==> src/rtl/escape_dec_pkg.sv <==
// Shared types and opcode constants for the opcode-stage escape decoder.
// Record fields whose width depends on module parameters live outside rec_t.
package escape_dec_pkg;

    typedef enum logic [2:0] {
        K_OTHER  = 3'd0,
        K_JCC    = 3'd1,
        K_NOP    = 3'd2,
        K_IGNORE = 3'd3,
        K_UNSUP  = 3'd4,
        K_FAULT  = 3'd5
    } kind_t;

    typedef enum logic [2:0] {
        IDLE,
        ESC,
        ESC3,
        DISP,
        EMIT
    } state_t;

    localparam logic [7:0] OP_ESC        = 8'h0F;
    localparam logic [7:0] OP_ESC38      = 8'h38;
    localparam logic [7:0] OP_ESC3A      = 8'h3A;
    localparam logic [7:0] OP_NOP_RM     = 8'h1F;
    localparam logic [7:0] OP_JCC8_BASE  = 8'h70;
    localparam logic [7:0] OP_JCC32_BASE = 8'h80;
    localparam logic [7:0] OP_PUSH_FS    = 8'hA0;
    localparam logic [7:0] OP_POP_FS     = 8'hA1;
    localparam logic [7:0] OP_PUSH_GS    = 8'hA8;
    localparam logic [7:0] OP_POP_GS     = 8'hA9;

    typedef struct packed {
        kind_t      kind;
        logic [3:0] cond;
        logic [7:0] opcode;
        logic       need_modrm;
        logic       rex_w;
    } rec_t;

    // True when b lies in the 16-entry opcode row starting at base.
    function automatic logic in_row(input logic [7:0] b, input logic [7:0] base);
        return (b & 8'hF0) == base;
    endfunction

endpackage

==> src/rtl/disp_accumulator.sv <==
// Collects a little-endian Jcc displacement (1 or 4 bytes) and produces the
// branch target for the byte currently being accepted.
module disp_accumulator #(
    parameter int ADDR_W = 64,
    parameter int LEN_W  = 4
) (
    input  logic              clk,
    input  logic              rst,
    input  logic              clear,
    input  logic              shift_en,
    input  logic              wide,
    input  logic [7:0]        data,
    input  logic [ADDR_W-1:0] base_pc,
    input  logic [LEN_W-1:0]  len_next,
    output logic              last,
    output logic [ADDR_W-1:0] target
);

    logic [23:0]       disp_q;
    logic [2:0]        count_q;
    logic [31:0]       disp_next;
    logic [ADDR_W-1:0] disp_sext;

    // The incoming byte is always the most significant one seen so far, so the
    // target is formed from it directly without waiting for it to be stored.
    assign disp_next = {data, disp_q};
    assign last      = (count_q + 3'd1) == (wide ? 3'd4 : 3'd1);
    assign disp_sext = wide ? ADDR_W'($signed(disp_next)) : ADDR_W'($signed(data));
    assign target    = base_pc + ADDR_W'(len_next) + disp_sext;

    // NOTE: state registers use non-blocking assignments so every flop samples
    // the pre-edge values regardless of statement order.
    always_ff @(posedge clk) begin
        if (rst || clear) begin
            disp_q  <= '0;
            count_q <= '0;
        end else if (shift_en) begin
            disp_q  <= disp_next[31:8];
            count_q <= count_q + 3'd1;
        end
    end

endmodule

==> src/rtl/escape_opcode_decoder.sv <==
// Byte-serial opcode decoder: resolves one-byte Jcc, the 0x0F map and the
// 0x0F 0x38/0x3A escapes, and emits one registered record per instruction.
module escape_opcode_decoder
    import escape_dec_pkg::*;
#(
    parameter int ADDR_W  = 64,
    parameter int MAX_LEN = 15,
    parameter int LEN_W   = 4
) (
    input  logic              clk,
    input  logic              rst,
    input  logic              flush,
    input  logic              in_valid,
    input  logic [7:0]        in_byte,
    input  logic [ADDR_W-1:0] in_pc,
    input  logic [3:0]        in_rex,
    output logic              in_ready,
    output logic              out_valid,
    input  logic              out_ready,
    output logic [2:0]        out_kind,
    output logic [3:0]        out_cond,
    output logic [ADDR_W-1:0] out_target,
    output logic [LEN_W-1:0]  out_len,
    output logic [7:0]        out_opcode,
    output logic              out_need_modrm,
    output logic              out_rex_w
);

    state_t            state_q, state_d;
    logic [ADDR_W-1:0] pc_q, pc_d, target_q, target_d, acc_target;
    logic [LEN_W-1:0]  len_q, len_d, len_inc, len_out_q, len_out_d;
    logic              wide_q, wide_d;
    rec_t              cur_q, cur_d, rec_q, rec_d;
    logic              accept, at_limit, disp_clear, disp_shift, disp_last;
    logic              unused_rex;

    assign in_ready   = (state_q != EMIT);
    assign accept     = in_valid && in_ready;
    assign len_inc    = len_q + LEN_W'(1);
    assign at_limit   = (len_q == LEN_W'(MAX_LEN));
    assign unused_rex = ^in_rex[2:0];

    disp_accumulator #(.ADDR_W(ADDR_W), .LEN_W(LEN_W)) u_disp (
        .clk      (clk),
        .rst      (rst),
        .clear    (flush || disp_clear),
        .shift_en (disp_shift),
        .wide     (wide_q),
        .data     (in_byte),
        .base_pc  (pc_q),
        .len_next (len_inc),
        .last     (disp_last),
        .target   (acc_target)
    );

    // NOTE: every signal driven here gets a default first, so no path through
    // the case statement can leave one unassigned and infer a latch.
    always_comb begin
        state_d    = state_q;
        pc_d       = pc_q;
        len_d      = len_q;
        wide_d     = wide_q;
        cur_d      = cur_q;
        rec_d      = rec_q;
        len_out_d  = len_out_q;
        target_d   = target_q;
        disp_clear = 1'b0;
        disp_shift = 1'b0;

        unique case (state_q)
            IDLE: if (accept) begin
                pc_d  = in_pc;
                len_d = LEN_W'(1);
                cur_d = '{kind: K_OTHER, cond: 4'd0, opcode: in_byte,
                          need_modrm: 1'b0, rex_w: in_rex[3]};
                if (in_byte == OP_ESC) begin
                    state_d = ESC;
                end else if (in_row(in_byte, OP_JCC8_BASE)) begin
                    cur_d.kind = K_JCC;
                    cur_d.cond = in_byte[3:0];
                    wide_d     = 1'b0;
                    disp_clear = 1'b1;
                    state_d    = DISP;
                end else begin
                    state_d = EMIT;
                end
            end
            ESC: if (accept) begin
                len_d        = len_inc;
                cur_d.opcode = in_byte;
                if (in_row(in_byte, OP_JCC32_BASE)) begin
                    cur_d.kind = K_JCC;
                    cur_d.cond = in_byte[3:0];
                    wide_d     = 1'b1;
                    disp_clear = 1'b1;
                    state_d    = DISP;
                end else begin
                    case (in_byte)
                        OP_NOP_RM: begin
                            cur_d.kind       = K_NOP;
                            cur_d.need_modrm = 1'b1;
                            state_d          = EMIT;
                        end
                        OP_PUSH_FS, OP_POP_FS, OP_PUSH_GS, OP_POP_GS: begin
                            cur_d.kind = K_IGNORE;
                            state_d    = EMIT;
                        end
                        OP_ESC38, OP_ESC3A: state_d = ESC3;
                        default: begin
                            cur_d.kind = K_UNSUP;
                            state_d    = EMIT;
                        end
                    endcase
                end
            end
            ESC3: if (accept) begin
                len_d            = len_inc;
                cur_d.kind       = K_UNSUP;
                cur_d.opcode     = in_byte;
                cur_d.need_modrm = 1'b1;
                state_d          = EMIT;
            end
            DISP: if (accept) begin
                len_d      = len_inc;
                disp_shift = 1'b1;
                if (disp_last) state_d = EMIT;
            end
            EMIT: if (out_ready) begin
                state_d   = IDLE;
                rec_d     = '0;
                len_out_d = '0;
                target_d  = '0;
            end
            default: state_d = IDLE;
        endcase

        // Length guard: keep the length reached so far and report a fault.
        if (accept && at_limit && (state_q != IDLE)) begin
            cur_d            = cur_q;
            cur_d.kind       = K_FAULT;
            cur_d.cond       = 4'd0;
            cur_d.need_modrm = 1'b0;
            len_d            = len_q;
            disp_shift       = 1'b0;
            state_d          = EMIT;
        end

        if ((state_q != EMIT) && (state_d == EMIT)) begin
            rec_d     = cur_d;
            len_out_d = len_d;
            target_d  = (cur_d.kind == K_JCC) ? acc_target : '0;
        end
    end

    // Flush shares the reset path: it abandons any partial instruction or
    // pending record in one cycle.
    always_ff @(posedge clk) begin
        if (rst || flush) begin
            state_q   <= IDLE;
            pc_q      <= '0;
            len_q     <= '0;
            wide_q    <= 1'b0;
            cur_q     <= '0;
            rec_q     <= '0;
            len_out_q <= '0;
            target_q  <= '0;
        end else begin
            state_q   <= state_d;
            pc_q      <= pc_d;
            len_q     <= len_d;
            wide_q    <= wide_d;
            cur_q     <= cur_d;
            rec_q     <= rec_d;
            len_out_q <= len_out_d;
            target_q  <= target_d;
        end
    end

    assign out_valid      = (state_q == EMIT);
    assign out_kind       = rec_q.kind;
    assign out_cond       = rec_q.cond;
    assign out_target     = target_q;
    assign out_len        = len_out_q;
    assign out_opcode     = rec_q.opcode;
    assign out_need_modrm = rec_q.need_modrm;
    assign out_rex_w      = rec_q.rex_w;

endmodule
==> config.mk <==
export PLATFORM = sky130hd
export DESIGN_NAME = escape_opcode_decoder
export DESIGN_NICKNAME = d
export VERILOG_FILES = /design/src/rtl/escape_dec_pkg.sv /design/src/rtl/disp_accumulator.sv /design/src/rtl/escape_opcode_decoder.sv
export SDC_FILE = /design/constraint.sdc
export NUM_CORES = 1
export LEC_CHECK = 0
export CORE_MARGIN = 5
export CORE_UTILIZATION = 61
export CTS_CLUSTER_SIZE = 30
export DETAILED_ROUTE_END_ITERATION = 8
export HOLD_SLACK_MARGIN = 0.15
export PLACE_DENSITY = 0.87
export SLEW_MARGIN = 20
export SYNTH_ARGS = -nofsm -noshare
export SYNTH_HDL_FRONTEND = slang
export SYNTH_HIERARCHICAL = 1
export SYNTH_SLANG_ARGS = --single-unit
==> constraint.sdc <==
create_clock -name clk -period 7.1 [get_ports clk]
set_clock_uncertainty 0.15 [all_clocks]
set_input_delay 1.775 -clock clk [delete_from_list [all_inputs] [get_ports clk]]
set_output_delay 1.775 -clock clk [all_outputs]
set_load 0.005 [all_outputs]
* After elaboration in Yosys (flattened, before gate mapping)
Cells that the tools add are included.
** Operators by class
- Mux-type cells :: 59
- Eq/ne operators :: 24
- Reduce and logical (&&, ||, !) cells :: 18
- Add/sub/neg operators :: 4
** Operator list (count)
- $mux 64 :: 4
- $mux 17 :: 5
- $add 64x4->64 :: 1
- $add 64x64->64 :: 1
- $mux 3 :: 14
- $eq 8x8->1 const B :: 4
- $mux 31 :: 1
- $mux 4 :: 7
- $pmux 9 s3 :: 1
- $pmux 3 s3 :: 2
- $eq 8x6->1 const B :: 2
- $mux 1 :: 16
- $mux 16 :: 1
- $pmux 4 s2 :: 2
- $pmux 3 s5 :: 1
- $mux 5 :: 2
- $ne 2x2->1 const B :: 5
- $mux 9 :: 1
- $eq 4x4->1 const B :: 2
- $eq 8x4->1 const B :: 1
- $eq 8x5->1 const B :: 1
- $eq 3x1->1 const B :: 2
- $eq 3x2->1 const B :: 2
- $eq 3x3->1 const B :: 2
- other kinds (16) :: 25
** Word-level totals
- Word-level logic and storage cells :: 123
- Bits in registers :: 201
- Output and inout bits :: 87

* Longest topological paths before layout
Gate-level depths: netlist of run 1.
- Word-level depth :: 11
- Mapped depth :: 19

* By module
Netlist of run 1, hierarchy kept.
** Modules (own cells, without submodules)
- escape_opcode_decoder :: seq. area each 3483.3 um2, times used 1, area an instance 7014.2 um2, cells each 804
- disp_accumulator :: seq. area each 540.5 um2, times used 1, area an instance 5960.7 um2, cells each 786

* Worst setup path before layout of run 1
OpenSTA, ideal clock, no wires.
- Kind :: input-to-reg
- Start :: input port in_byte[1]
- End :: register target_q[57], in the netlist out_target[57]
- Data required time :: 6866 ps
- Library setup time :: 84 ps
- Path slack :: 1818 ps
- Arrival :: 5047 ps
- Stages :: 15
- Cell sequence :: mux2_2 fa_1 ha_1 fa_1 a211oi_1 o21ai_2 a31oi_2 o41ai_2 a41oi_2 o31ai_4 a31oi_4 nor2_1 a211oi_1 inv_1 o31ai_2
** RTL lines
- from (decl) :: line escape_opcode_decoder.sv:14 : input logic [7:0] in_byte,
- $mux 31 :: line disp_accumulator.sv:28 : assign disp_sext = wide ? ADDR_W'($signed(disp_next)) : ADDR_W'($signed(data));
- $add 64x64->64 :: line disp_accumulator.sv:29 : assign target = base_pc + ADDR_W'(len_next) + disp_sext;
- via acc_target[57] :: line escape_opcode_decoder.sv:30 : logic [ADDR_W-1:0] pc_q, pc_d, target_q, target_d, acc_target;
- $mux 64 :: line escape_opcode_decoder.sv:151 : target_d = (cur_d.kind == K_JCC) ? acc_target : '0;
- $mux 64 :: line escape_opcode_decoder.sv:148 : if ((state_q != EMIT) && (state_d == EMIT)) begin
- to (signal assigned) :: line escape_opcode_decoder.sv:175 : target_q <= target_d;
- to (decl) :: line escape_opcode_decoder.sv:30
The timed path passes the listed nets, and every way through them passes these cells.
A chain may end at the register's enable or synchronous reset.

* Final worst setup path of run 1
- Start :: input port in_byte[1]
- End :: register target_q[53], in the netlist out_target[53]
The elaborated chain is that of the path after synthesis.

==> results.yml, run 1 <==
pwr:
  vdd_drop_max_mv: 0.305
  cellPowerDensity_nw_per_um2: 184
  finalPower_mw: 2.83
  power_leakage_nw: 6.37
global_route:
  gr-usage-all-layers: 0.286
  grt-busiest-layer: "met2"
  grt_max_degree: 68
  grt_pass1_wl_um: 57500
  gr-usage-met3: 0.0474
  antenna_found_initial: 0
  grt_pass1_vias: 11700
  use_met2: 0.493
  met1_usage: 0.350
  grt-ovfl-total: 0
setup_path:
  max_stage_delay_ps: 500
  crit_required_ps: 7370
  crit_path_cell_trace: "clkdlybuf4s50_1 -> mux2_2 -> fa_1 -> ha_1 -> fa_1 -> a211oi_1 -> o21ai_2 -> a31oi_2 -> o41ai_2 -> a41oi_2 -> o31ai_4 -> a31oi_4 -> o21bai_2 -> xor2_1 -> inv_1 -> o31ai_2"
  arrival_ps: 6210
  cpMostUsedCell: "fa_1"
  cp_max_fo: 6
  crit_slowest_cell: "fa_1"
  endpoint_kind: "register"
  crit_path_start_kind: "primary input"
  worstSetupPathType: "in2reg"
clock_tree:
  post-cts-setup-buffers: 0
  clk_latency_ps: 520
  cts_hold_buf: 0
  numCtsBuffers: 22
  clockBufferDepth: 3
  cts_tree: "yes"
  cts.repair.resized: 0
  root_buffer: "clkbuf_16"
  path_clk_slew_ps: 60
  htree_num_levels: 1
  numClockSinks: 201
sta:
  maxSlewViolCount: 0
  slew_headroom: 0.337
  setup_violations: 0
  setup_tns_ps: 0
  fin_crit_ps: 5930
  worst_pin_slew_ps: 988
  fmax_mhz: 169
  finalHoldViolCount: 0
  rsz0062_at_grt: "false"
  period_share: 0.835
flow_run:
  maxCapViolations: 0
synthesis:
  synth_cell_type_count: 90
  syn_area_um2: 13000
  async_flop_share: 0
  synth_nets: 1800
  syn_avg_cell_area_um2: 8.16
  yosysSeqAreaShare: 0.310
  yosys_most_used_dff: "dfxtp_1"
  synth_cells: 1590
  synth_edf_count: 0
  ys_warn_count: 6
  ys_ff_latch: 201
final_layout:
  drive_above_1_share: 0.0954
  instances_no_fill: 1994
  fin_area_um2: 15400
  utilization: 0.736
  nets: 1913
  area.growth.synth_to_final_pct: 18.8
  num_antenna_cells: 0
drt:
  drtIter0Drc: 1089
  ant_nets: 0
  dr.pass1.iters: 6
  route.vias.total: 12000
  drc_errors: 0
  finalWirelength_um: 36000
  post_drt_wl_per_cell_um: 18.1
  drt-vias-per-instance: 6.03
die:
  die-height_um: 156
  rows: 53
  ioPinCount: 168
  core_um2: 21000
  dieArea_um2: 24300
  start_util: 0.619
  dieWidth_um: 156
placement:
  io_buffers: 164
  hpwl_um: 26600
  placed_cell_area_um2: 14700
  dp_cells: 1954
  place_congestion: 0.969
min_path:
  min_path_type: "reg2reg"
run_status:
  status: "complete, no violations"
-- metal layers --
metal / vias up / wire (µm)
li1: 5801 / -
met1: 5661 / 14700
met3: 116 / 2260
met2: 453 / 17400
met5: - / 0
met4: 0 / 1620
-- per-stage QoR --
step	hold slack [ps]	worst slack, ps
2_1_floorplan	284	1820
3_3_place_gp	284	843
3_5_place_dp	297	750
4_1_cts	311	1230
5_1_grt	327	903
6_report	307	1170
-- registers in the layout (all words and copies together), names as in the netlist --
| name | count |
|---|---|
| len_q | 4 |
| out_need_modrm | 1 |
| pc_q | 64 |
| u_disp/disp_q | 24 |
| out_len | 4 |
| out_opcode | 8 |
| out_rex_w | 1 |
| wide_q | 1 |
| out_target | 64 |
| out_cond | 4 |
| state_q | 3 |
| out_kind | 3 |
| u_disp/count_q | 3 |
| cur_q | 17 |
-- area by class of cell --
| cell class | instances | area [µm²] |
|---|---|---|
| Clock buffer | 32 | 648 |
| Inverter | 92 | 345 |
| Tap cell | 275 | 344 |
| Clock inverter | 8 | 109 |
| Multi-Input combinational cell | 1200 | 8140 |
| Timing Repair Buffer | 186 | 1810 |
| Fill cell | 1650 | 5540 |
| Sequential cell | 201 | 4020 |
-- power by group --
group	internal (mW)	switching, mW	leakage [nW]	total [mW]
combinational	0.183	0.307	4.37	0.490
sequential	1.14	0.0127	1.63	1.16
clock	0.710	0.472	0.375	1.18
-- cell usage in the layout, fill, tap and decap left out, types with 5 or more instances in the layout --
cell type / count
nand2_1: 304
dfxtp_1: 201
clkdlybuf4s50_1: 164
a21oi_1: 154
ha_1: 124
nor2_1: 110
inv_1: 91
o31ai_2: 61
o21ai_0: 44
xnor2_1: 41
nand3_1: 35
mux2i_1: 35
xor2_1: 24
o31ai_1: 24
clkbuf_16: 22
buf_4: 22
a21o_1: 19
nor3_1: 16
nand4_1: 15
o21bai_1: 15
o211ai_1: 13
a211oi_1: 12
nor2b_1: 11
a31oi_1: 10
nand2b_1: 8
or2_2: 7
a22oi_1: 7
and3_1: 6
clkbuf_8: 6
mux2_2: 6
o21a_1: 6
a221oi_1: 5
fa_1: 5
-- cell families (layout without fill, tap and decap cells) --
logic type               after synthesis  count (layout)  share of synthesized area
AND/OR/NAND/NOR                      545             545                      0.183
adder cells (fa/ha/maj)              129             129                      0.127
AO/OA/AOI/OAI                        420             420                      0.238
XOR/XNOR                              65              65                     0.0439
multiplexers                          41              41                     0.0322
flip-flops                           201             201                      0.310
buffers and inverters                189             318                     0.0657
-- critical path: cells and delay by family --
kind | cells | cell delay [ps]
buffers and inverters | 2 | 580
multiplexers | 1 | 310
adder cells (fa/ha/maj) | 3 | 1010
AO/OA/AOI/OAI | 9 | 2300
XOR/XNOR | 1 | 210
-- synth_stat cells (13+ instances only) --
cell / number / share of area
nor3_1: 16 / 0.0062
nand4_1: 15 / 0.0072
o21bai_1: 15 / 0.0087
o31ai_2: 61 / 0.059
o211ai_1: 13 / 0.0075
clkbuf_1: 61 / 0.018
nand3_1: 35 / 0.014
a21oi_1: 154 / 0.059
nand2_1: 304 / 0.088
nor2_1: 110 / 0.032
o31ai_1: 24 / 0.014
buf_2: 13 / 0.0050
ha_1: 124 / 0.12
xnor2_1: 41 / 0.028
o21ai_0: 44 / 0.017
a21o_1: 19 / 0.011
inv_1: 91 / 0.026
mux2i_1: 35 / 0.027
xor2_1: 24 / 0.016
dfxtp_1: 201 / 0.31
-- final timing paths --
check / start / end / slack (ps) / cells past startpoint
max reg2reg: wide_q / out_target[57] / 2100 / 17
max: in_byte[1] / out_target[53] / 1170 / 16
min reg2reg: pc_q[0] / pc_q[0] / 310 / 2
min: pc_q[0] / pc_q[0] / 310 / 2
Note: power is estimated with default switching activity, not from simulation.
==> run 2: changes to the inputs <==
--- a/config.mk
+++ b/config.mk
@@ -6,11 +6,11 @@
 export NUM_CORES = 1
 export LEC_CHECK = 0
 export CORE_MARGIN = 5
-export CORE_UTILIZATION = 61
+export CORE_UTILIZATION = 51
 export CTS_CLUSTER_SIZE = 30
 export DETAILED_ROUTE_END_ITERATION = 8
 export HOLD_SLACK_MARGIN = 0.15
-export PLACE_DENSITY = 0.87
+export PLACE_DENSITY = 0.77
 export SLEW_MARGIN = 20
 export SYNTH_ARGS = -nofsm -noshare
 export SYNTH_HDL_FRONTEND = slang
==> constraint.sdc (replaced) <==
create_clock -name clk -period 5.25 [get_ports clk]
set_clock_uncertainty 0.15 [all_clocks]
set_input_delay 1.3125 -clock clk [delete_from_list [all_inputs] [get_ports clk]]
set_output_delay 1.3125 -clock clk [all_outputs]
set_load 0.005 [all_outputs]
==> results.yml, run 2 (synthesis gave the netlist of run 1 again) <==
clock_tree:
  numClockSinks: 201
  cts_tree: "yes"
  numCtsBuffers: 22
  root_buffer: "clkbuf_16"
  path_clk_slew_ps: 60
  clk_latency_ps: 520
  clockBufferDepth: 3
  htree_num_levels: 1
final_layout:
  drive_above_1_share: 0.125
  fillCellCount: 2230
  final_common_cell: "nand2_1"
  mostFrequentLayoutCells: "nand2_1, dfxtp_1, clkdlybuf4s50_1"
  area.growth.synth_to_final_pct: 23.3
  num_antenna_cells: 0
  utilization: 0.637
  nets: 1972
die:
  die-height_um: 170
  start_util: 0.517
  dieArea_um2: 28700
  dieWidth_um: 170
  core_um2: 25100
  ioPinCount: 168
  rows: 58
sta:
  slew_headroom: 0.282
  maxSlewViolCount: 0
  rsz0062_at_grt: "false"
  worst_pin_slew_ps: 1080
  fin_crit_ps: 5050
  hold_ws_ps: 304
  setup_violations: 0
  setup_ws_ps: 202
  finalHoldViolCount: 0
  fmax_mhz: 198
  period_share: 0.961
setup_path:
  crit_slowest_cell: "nor4b_1"
  cp_max_fo: 3
  arrival_ps: 5330
  max_stage_delay_ps: 650
  crit_required_ps: 5530
  critPathTopFamily: "compound AO/OA/AOI/OAI gates"
  crit_path_cell_trace: "clkdlybuf4s50_1 -> mux2_2 -> fa_1 -> ha_1 -> a211o_1 -> a211oi_2 -> nor4b_1 -> o2111ai_1 -> o211ai_1 -> o21ai_1 -> buf_4 -> o211ai_1 -> buf_4 -> xnor2_1 -> inv_1 -> o31ai_2"
  crit_path_start_kind: "primary input"
  worstSetupPathType: "in2reg"
  crit_buf_inv: 4
  endpoint_kind: "register"
drt:
  drt-vias-per-instance: 5.65
  ant_nets: 0
  finalWirelength_um: 35700
  drtIter0Drc: 895
  drc_errors: 0
  dr.pass1.iters: 6
  route.vias.total: 11900
  post_drt_wl_per_cell_um: 16.9
global_route:
  grt-ovfl-total: 0
  grt_max_degree: 67
  gr-usage-all-layers: 0.241
  use_met2: 0.414
  gr-usage-met3: 0.0275
  met1_usage: 0.321
  grt_pass1_vias: 11300
  grt-busiest-layer: "met2"
  grt_pass1_wl_um: 57400
  antenna_found_initial: 0
pwr:
  power_leakage_nw: 6.69
  finalPower_mw: 3.93
  cellPowerDensity_nw_per_um2: 245
  vdd_drop_max_mv: 0.286
placement:
  place_congestion: 0.960
  place_ws_ps: -412
  io_buffers: 164
  hpwl_um: 26900
flow_run:
  maxCapViolations: 0
min_path:
  min_path_type: "reg2reg"
run_status:
  status: "complete, no violations"
-- run 2: changes by cell type in the layout (fill, tap and decap cells not counted), sizes merged --
cell           before  now
buf                22   82
bufinv              2    4
clkdlybuf4s50     164  163
clkinv              5    1
clkinvlp            0    2
-- run 2: power by group --
group	internal (mW)	total, mW	switching, mW
Clock	1.02	1.67	0.645
Sequential	1.55	1.56	0.0165
Combinational	0.276	0.696	0.421
-- run 2: path summary, 6_finish.rpt --
kind,start,end,slack (ps),cells past startpoint
worst max-delay path,in_byte[1],out_target[56],200,16
worst min-delay path,out_target[25],out_target[25],300,2
worst max register to register,wide_q,out_target[56],650,16
worst min register to register,out_target[25],out_target[25],300,2
-- run 2: final cells by class --
class / count / area (µm²) / share of cell area
clock inverter: 8 / 160 / 0.0100
timing repair buffer: 245 / 2280 / 0.143
clock buffer: 32 / 618 / 0.0386
multi-input combinational: 1200 / 8160 / 0.510
sequential: 201 / 4020 / 0.252
inverter: 92 / 345 / 0.0216
tap: 330 / 413 / 0.0258
-- run 2: timing repair --
| action | in CTS | in global routing |
|---|---|---|
| hold buffers | 0 | 0 |
| buffers inserted | 0 | 0 |
| resized for setup | 0 | 3 |
| endpoints found under the setup margin | 0 | 9 |
-- run 2: metal layers --
| layer | part of all wire | up-vias | wire (µm) |
|---|---|---|---|
| met5 | 0 | - | 0 |
| met4 | 0.027 | 0 | 969 |
| met1 | 0.44 | 5566 | 15800 |
| met2 | 0.48 | 369 | 17100 |
| li1 | - | 5907 | - |
| met3 | 0.051 | 65 | 1830 |
-- run 2: worst min-delay path, stage by stage (launching register included) --
cell,delay (ps)
dfxtp_1,330
nand2_1,50
o31ai_1,50
-- run 2: through the flow --
step / std cells / area, µm² / TNS [ps]
after floorplan: 1590 / 13000 / 0
after global placement: 2068 / 15200 / -4280
after detailed placement: 2068 / 15200 / -6260
after CTS: 2108 / 16000 / 0
after global routing: 2108 / 16000 / 0
final: 2108 / 16000 / 0
==> run 3: changes to the inputs <==
--- a/config.mk
+++ b/config.mk
@@ -16,3 +16,4 @@
 export SYNTH_HDL_FRONTEND = slang
 export SYNTH_HIERARCHICAL = 1
 export SYNTH_SLANG_ARGS = --single-unit
+export TNS_END_PERCENT = 1
==> results of run 3 <==
Final layout, timing and power as in run 2 (identical DEF).
